**config.mk**
```make
export PLATFORM = sky130hd
export DESIGN_NAME = serial_set_period_tx
export DESIGN_NICKNAME = d
export VERILOG_FILES = /design/src/rtl/serial_set_period_tx.sv
export SDC_FILE = /design/constraint.sdc
export NUM_CORES = 1
export LEC_CHECK = 0
export CAP_MARGIN = 20
export CORE_ASPECT_RATIO = 0.5
export CORE_MARGIN = 2
export CORE_UTILIZATION = 40
export CTS_CLUSTER_SIZE = 30
export DETAILED_ROUTE_END_ITERATION = 16
export GPL_TIMING_DRIVEN = 1
export PLACE_DENSITY = 0.61
export SLEW_MARGIN = 20
export SYNTH_ARGS = -nofsm -noshare
export SYNTH_HDL_FRONTEND = slang
export SYNTH_SLANG_ARGS = --single-unit
```
**constraint.sdc**
```tcl
create_clock -name clk -period 4.6 [get_ports clk]
set_clock_uncertainty 0.05 [all_clocks]
set_input_delay 0.69 -clock clk [delete_from_list [all_inputs] [get_ports clk]]
set_output_delay 0.69 -clock clk [all_outputs]
set_load 0.01 [all_outputs]
```
**src/rtl/serial_set_period_tx.sv**
```systemverilog
// serial_set_period_tx: fixed-rate serial framer.
// Frame = alternating preamble, two-bit start marker of 1s, payload MSB first,
// optional even-parity bit, one stop bit of 0. Each bit lasts TARGET_PERIOD clocks.
// Optional parity bit enabled by defining SERIAL_SET_PERIOD_TX_PARITY_EN.
module serial_set_period_tx #(
    parameter int TARGET_PERIOD = 10,
    parameter int DATA_WIDTH    = 8,
    parameter int PREAMBLE_BITS = 8
) (
    input  logic                  clk,
    input  logic                  rst_n,
    input  logic [DATA_WIDTH-1:0] dataIn,
    input  logic                  dataValid,
    output logic                  dataReady,
    output logic                  tx,
    output logic                  bitStrobe,
    output logic                  busy
);

    localparam int CNT_W    = $clog2(TARGET_PERIOD);
    localparam int MAX_BITS = (PREAMBLE_BITS > DATA_WIDTH) ? PREAMBLE_BITS : DATA_WIDTH;
    localparam int IDX_W    = $clog2(MAX_BITS);

    localparam logic [CNT_W-1:0] CNT_LAST = CNT_W'(TARGET_PERIOD - 1);
    localparam logic [IDX_W-1:0] PRE_LAST = IDX_W'(PREAMBLE_BITS - 1);
    localparam logic [IDX_W-1:0] DAT_LAST = IDX_W'(DATA_WIDTH - 1);

    typedef enum logic [2:0] {IDLE, PREAMBLE, START, DATA, PARITY, STOP} state_t;

    state_t                  state, stateNext;
    logic [CNT_W-1:0]        cnt, cntNext;
    logic [IDX_W-1:0]        bitIdx, idxNext;
    logic [DATA_WIDTH-1:0]   shiftReg, shiftNext;
    logic                    txNext, strobeNext, readyNext;
`ifdef SERIAL_SET_PERIOD_TX_PARITY_EN
    logic                    parReg, parNext;
`endif

    assign busy = (state != IDLE);

    // State, counters, payload and registered line outputs.
    always_ff @(posedge clk or negedge rst_n) begin
        if (!rst_n) begin
            state     <= IDLE;
            cnt       <= '0;
            bitIdx    <= '0;
            shiftReg  <= '0;
            tx        <= 1'b0;
            bitStrobe <= 1'b0;
            dataReady <= 1'b0;
`ifdef SERIAL_SET_PERIOD_TX_PARITY_EN
            parReg    <= 1'b0;
`endif
        end else begin
            state     <= stateNext;
            cnt       <= cntNext;
            bitIdx    <= idxNext;
            shiftReg  <= shiftNext;
            tx        <= txNext;
            bitStrobe <= strobeNext;
            dataReady <= readyNext;
`ifdef SERIAL_SET_PERIOD_TX_PARITY_EN
            parReg    <= parNext;
`endif
        end
    end

    // Next-state logic: the next bit's level is decided on the last cycle of
    // the current bit so that tx and bitStrobe change together on counter 0.
    always_comb begin
        stateNext  = state;
        cntNext    = cnt;
        idxNext    = bitIdx;
        shiftNext  = shiftReg;
        txNext     = tx;
        strobeNext = 1'b0;
`ifdef SERIAL_SET_PERIOD_TX_PARITY_EN
        parNext    = parReg;
`endif
        if (state == IDLE) begin
            txNext  = 1'b0;
            cntNext = '0;
            idxNext = '0;
            if (dataValid && dataReady) begin
                stateNext  = PREAMBLE;
                shiftNext  = dataIn;
                txNext     = 1'b1;
                strobeNext = 1'b1;
`ifdef SERIAL_SET_PERIOD_TX_PARITY_EN
                parNext    = ^dataIn;
`endif
            end
        end else if (cnt != CNT_LAST) begin
            cntNext = cnt + 1'b1;
        end else begin
            cntNext    = '0;
            strobeNext = 1'b1;
            case (state)
                PREAMBLE: begin
                    if (bitIdx == PRE_LAST) begin
                        stateNext = START;
                        idxNext   = '0;
                        txNext    = 1'b1;
                    end else begin
                        idxNext = bitIdx + 1'b1;
                        txNext  = ~tx;
                    end
                end
                START: begin
                    if (bitIdx == IDX_W'(1)) begin
                        stateNext = DATA;
                        idxNext   = '0;
                        txNext    = shiftReg[DATA_WIDTH-1];
                        shiftNext = shiftReg << 1;
                    end else begin
                        idxNext = bitIdx + 1'b1;
                        txNext  = 1'b1;
                    end
                end
                DATA: begin
                    if (bitIdx == DAT_LAST) begin
                        idxNext = '0;
`ifdef SERIAL_SET_PERIOD_TX_PARITY_EN
                        stateNext = PARITY;
                        txNext    = parReg;
`else
                        stateNext = STOP;
                        txNext    = 1'b0;
`endif
                    end else begin
                        idxNext   = bitIdx + 1'b1;
                        txNext    = shiftReg[DATA_WIDTH-1];
                        shiftNext = shiftReg << 1;
                    end
                end
`ifdef SERIAL_SET_PERIOD_TX_PARITY_EN
                PARITY: begin
                    stateNext = STOP;
                    txNext    = 1'b0;
                end
`endif
                default: begin
                    // End of STOP (or an unreachable code): back to IDLE quietly.
                    stateNext  = IDLE;
                    txNext     = 1'b0;
                    strobeNext = 1'b0;
                end
            endcase
        end
        readyNext = (stateNext == IDLE);
    end

endmodule

```
==> metrics.md <==
| Metric | Value |
|---|---|
| Relative contribution of combinational cells to total power | `0.356` |
| Core outline area | `2700 sq um` |
| IR drop worst, VDD | `0.164 mV` |
| Initial antenna violation count | `0` |
| Leakage dissipation | `approximately 0.00063 uW` |
| Clock sink count | `21` |
| WP buf/inv | `2` |
| Cell with the biggest individual delay on the critical path | `dfrtp_1` |
| Antenna viol nets, final | `0` |
| Net switching fraction of the power | `0.319` |
| Result of the run | `completed` |
| Yosys warnings | `0` |
| Share of synthesized flip-flops with an asynchronous set or reset | `1.00` |
| Relative max-transition margin | `0.668` |
| Crit path capture type | `primary output` |
| Starting DRC count in detailed routing | `53` |
| Family of cells with the greatest summed delay on the critical path | `buffers and inverters` |
| DRC violation count after routing | `0` |
| Setup CP Type | `flip-flop to primary output` |
| Post-DP HPWL | `approximately 1.6 mm` |
| TritonCTS clock tree | `done` |
| Post-synthesis sequential element count | `21` |
| Total power per unit cell area | `approximately 470 nW/um^2` |
| Diodes inserted | `0` |
| Clock-pin slew of the registers on the worst-case setup and hold paths | `roughly 0.070 ns` |
| Gates resized, CTS repair | `0` |
| Drt pass-1 iters | `4` |
| Total nets after synthesis | `140` |
| Num CTS Buffers | `3` |
| Total global routing track utilization | `0.150` |
| Top library cells by usage in the layout, fill and taps aside | `29 x nand2_1, 21 x dfrtp_1, 13 x clkdlybuf4s50_1` |
| Number of global-route vias before repair | `between 800 and 900` |
| Largest fanout on the critical path | `11` |
| Share of Yosys cell area claimed by the top area cell type | `0.444` |
| Number of enable-type register cells in the synthesized netlist | `0` |
| Post-detailed-route via-to-cell ratio | `between 4 and 5` |
| Port-buffer cells | `14` |
| Cell chosen for the clock root | `clkbuf_8` |
| Top achievable clock speed | `between 0.3 and 0.4 GHz` |
| Pin count of the biggest net entering global routing | `22` |
| Total internal power | `~440 uW` |
| Number of rows created at floorplan | `13` |
| Slew at the pin with the worst max-slew slack | `around 0.5 ns` |
| Cells traversed along the worst timing path | `nor3_4 -> inv_4 -> clkdlybuf4s50_1` |
| Pre-CTS setup slack | `between 2 and 2.5 ns` |
| Most frequent standard cell in the layout excluding fill and tap cells | `nand2_1` |
| Grt ovf | `0` |
| RD Place Congestion | `around 0.7` |
| Final setup slack of the worst path | `approximately 1.9 ns` |
| Final design utilization | `0.507` |
| Fraction of power consumed by the clock network | `0.184` |
| Post-detailed-routing wire length | `2.15 mm` |
| Arrival time of data at the critical path endpoint | `1.97 ns` |
| Summed instance area of the synthesized netlist | `around 1200 sq um` |
| Portion of the clock cycle consumed by the worst path in the final layout | `0.589` |
| Sequential cell area fraction in the yosys report | `0.444` |
| Required time of the critical path | `between 3 and 4 ns` |
| Finish-stage setup viols | `0` |
| Synth cell types | `31` |
| First-pass GRT wire length | `about 4 mm` |
| Switching component of the power | `~200 uW` |
| Avg Cell Area, Syn | `a little under 10 sq um` |
| Flip-flop cell with the highest count after synthesis | `dfrtp_1` |
| Routed length per placed instance | `12.5 microns` |
| Total negative slack | `0 ns` |
| RSZ-0062 raised after global routing | `no` |
| Startpoint class of the critical path | `flip-flop` |
| Tmin final | `~2.7 ns` |
| Hold_buf cts | `0` |
| X dimension of the die | `80.9 microns` |
| Final count of hold timing violations | `0` |
| Area of the die | `3440 sq um` |
| Maximum clock path buffer count | `2` |
| Layout cell share with drive strength beyond 1 | `0.111` |
| Effective utilization at floorplan | `0.438` |
| Largest area contributor in the netlist | `dfrtp_1` |
| Min-delay worst type | `primary input to asynchronous set/reset pin` |
| Clock latency on the worst-skew pair | `about 0.26 ns` |
| Final net count | `roughly 150` |
| Total vias in the final route | `approximately 830` |
| Number of buffers inserted to repair setup after CTS | `0` |
| Number of max-cap violations | `0` |
| CTS HTree Levels | `1` |
| Sequential share of power | `0.460` |
| Cell count after synthesis | `123` |
| Dominant cells by area after synthesis | `dfrtp_1 44%, nand2_1 9.2%, mux2_4 8.9%` |
| Delay contributed by the slowest stage of the critical path | `between 0.5 and 0.6 ns` |
| Area Overhead vs Synth | `15.8%` |
| Fin. max-slew vios | `0` |
| Vert. Die Dim | `42.5 microns` |
| I/O Pins | `15` |
==> cell type report <==
type	instances	area, sq um
well taps	37	46.3
repair buffers	14	135
inverters	6	25.0
multi-input cells	90	593
fillers	262	1330
flip-flops and latches	21	526
clock buffers	4	45.0
==> synthesized netlist by cell type (2+ instances only) <==
cell type  number
a21oi_1         4
nor2_1         11
nand3b_1        3
mux2i_1         2
nand3_1         3
o21ai_1         3
clkbuf_1        2
nor3_1          3
ha_1            6
buf_2           2
buf_6           2
dfrtp_1        21
a22o_1          4
mux2_4          7
inv_1           5
nand2b_1        2
nand2_1        29
==> kinds of logic after synthesis <==
| logic type | share of synthesized area |
|---|---|
| buffers and inverters | 0.0550 |
| multiplexers | 0.106 |
| AND/OR/NAND/NOR | 0.216 |
| adder cells (fa/ha/maj) | 0.0634 |
| XOR/XNOR | 0.0148 |
| flip-flops | 0.444 |
| AO/OA/AOI/OAI | 0.101 |
==> sequential cells by signal, indices dropped and copies added (netlist names) <==
| register | cells |
|---|---|
| bitIdx | 3 |
| cnt | 4 |
| tx | 1 |
| shiftReg | 8 |
| bitStrobe | 1 |
| dataReady | 1 |
| state | 3 |
==> layer usage <==
| layer | vias to the layer above | GRT usage | share of wire | wire length, microns |
|---|---|---|---|---|
| met5 | - | 0 | 0 | 0 |
| met4 | 0 | 0.0407 | 0 | 0 |
| met3 | 0 | 0.0517 | 0.043 | 93 |
| met2 | 13 | 0.235 | 0.45 | 974 |
| met1 | 385 | 0.198 | 0.50 | 1080 |
| li1 | 435 | - | - | - |
==> metrics by stage <==
step	instances	cell area [sq um]	total power, uW	hold WS, ns
2_1_floorplan	123	1180	479	0.344
3_3_place_gp	168	1330	527	0.444
3_5_place_dp	168	1330	536	0.444
4_1_cts	172	1380	656	0.455
5_1_grt	172	1370	709	0.361
6_report	172	1370	647	0.329
==> worst paths after layout <==
path                            slack [ns]          startpoint                      end  depth (start not counted)
worst min register to register        0.45    cnt[0]$_DFF_PN0_         cnt[0]$_DFF_PN0_                          1
worst max register to register        2.34  state[2]$_DFF_PN0_  shiftReg[1]$_DFFE_PN0P_                          5
min in group clk                      0.45    cnt[0]$_DFF_PN0_         cnt[0]$_DFF_PN0_                          1
max in group asynchronous             3.84               rst_n      dataReady$_DFF_PN0_                          1
worst max-delay path                  1.89  state[2]$_DFF_PN0_                     busy                          3
worst min-delay path                  0.33               rst_n         cnt[2]$_DFF_PN0_                          1
==> power groups by stage <==
stage | Combinational (uW) | Clock (uW) | Sequential (uW)
floorplan | 190 | 0 | 288
CTS | 235 | 123 | 298
global route | 265 | 134 | 309
detailed placement | 235 | 0 | 300
finish | 230 | 119 | 298
global placement | 226 | 0 | 300
Note: power is estimated with default switching activity, not from simulation.
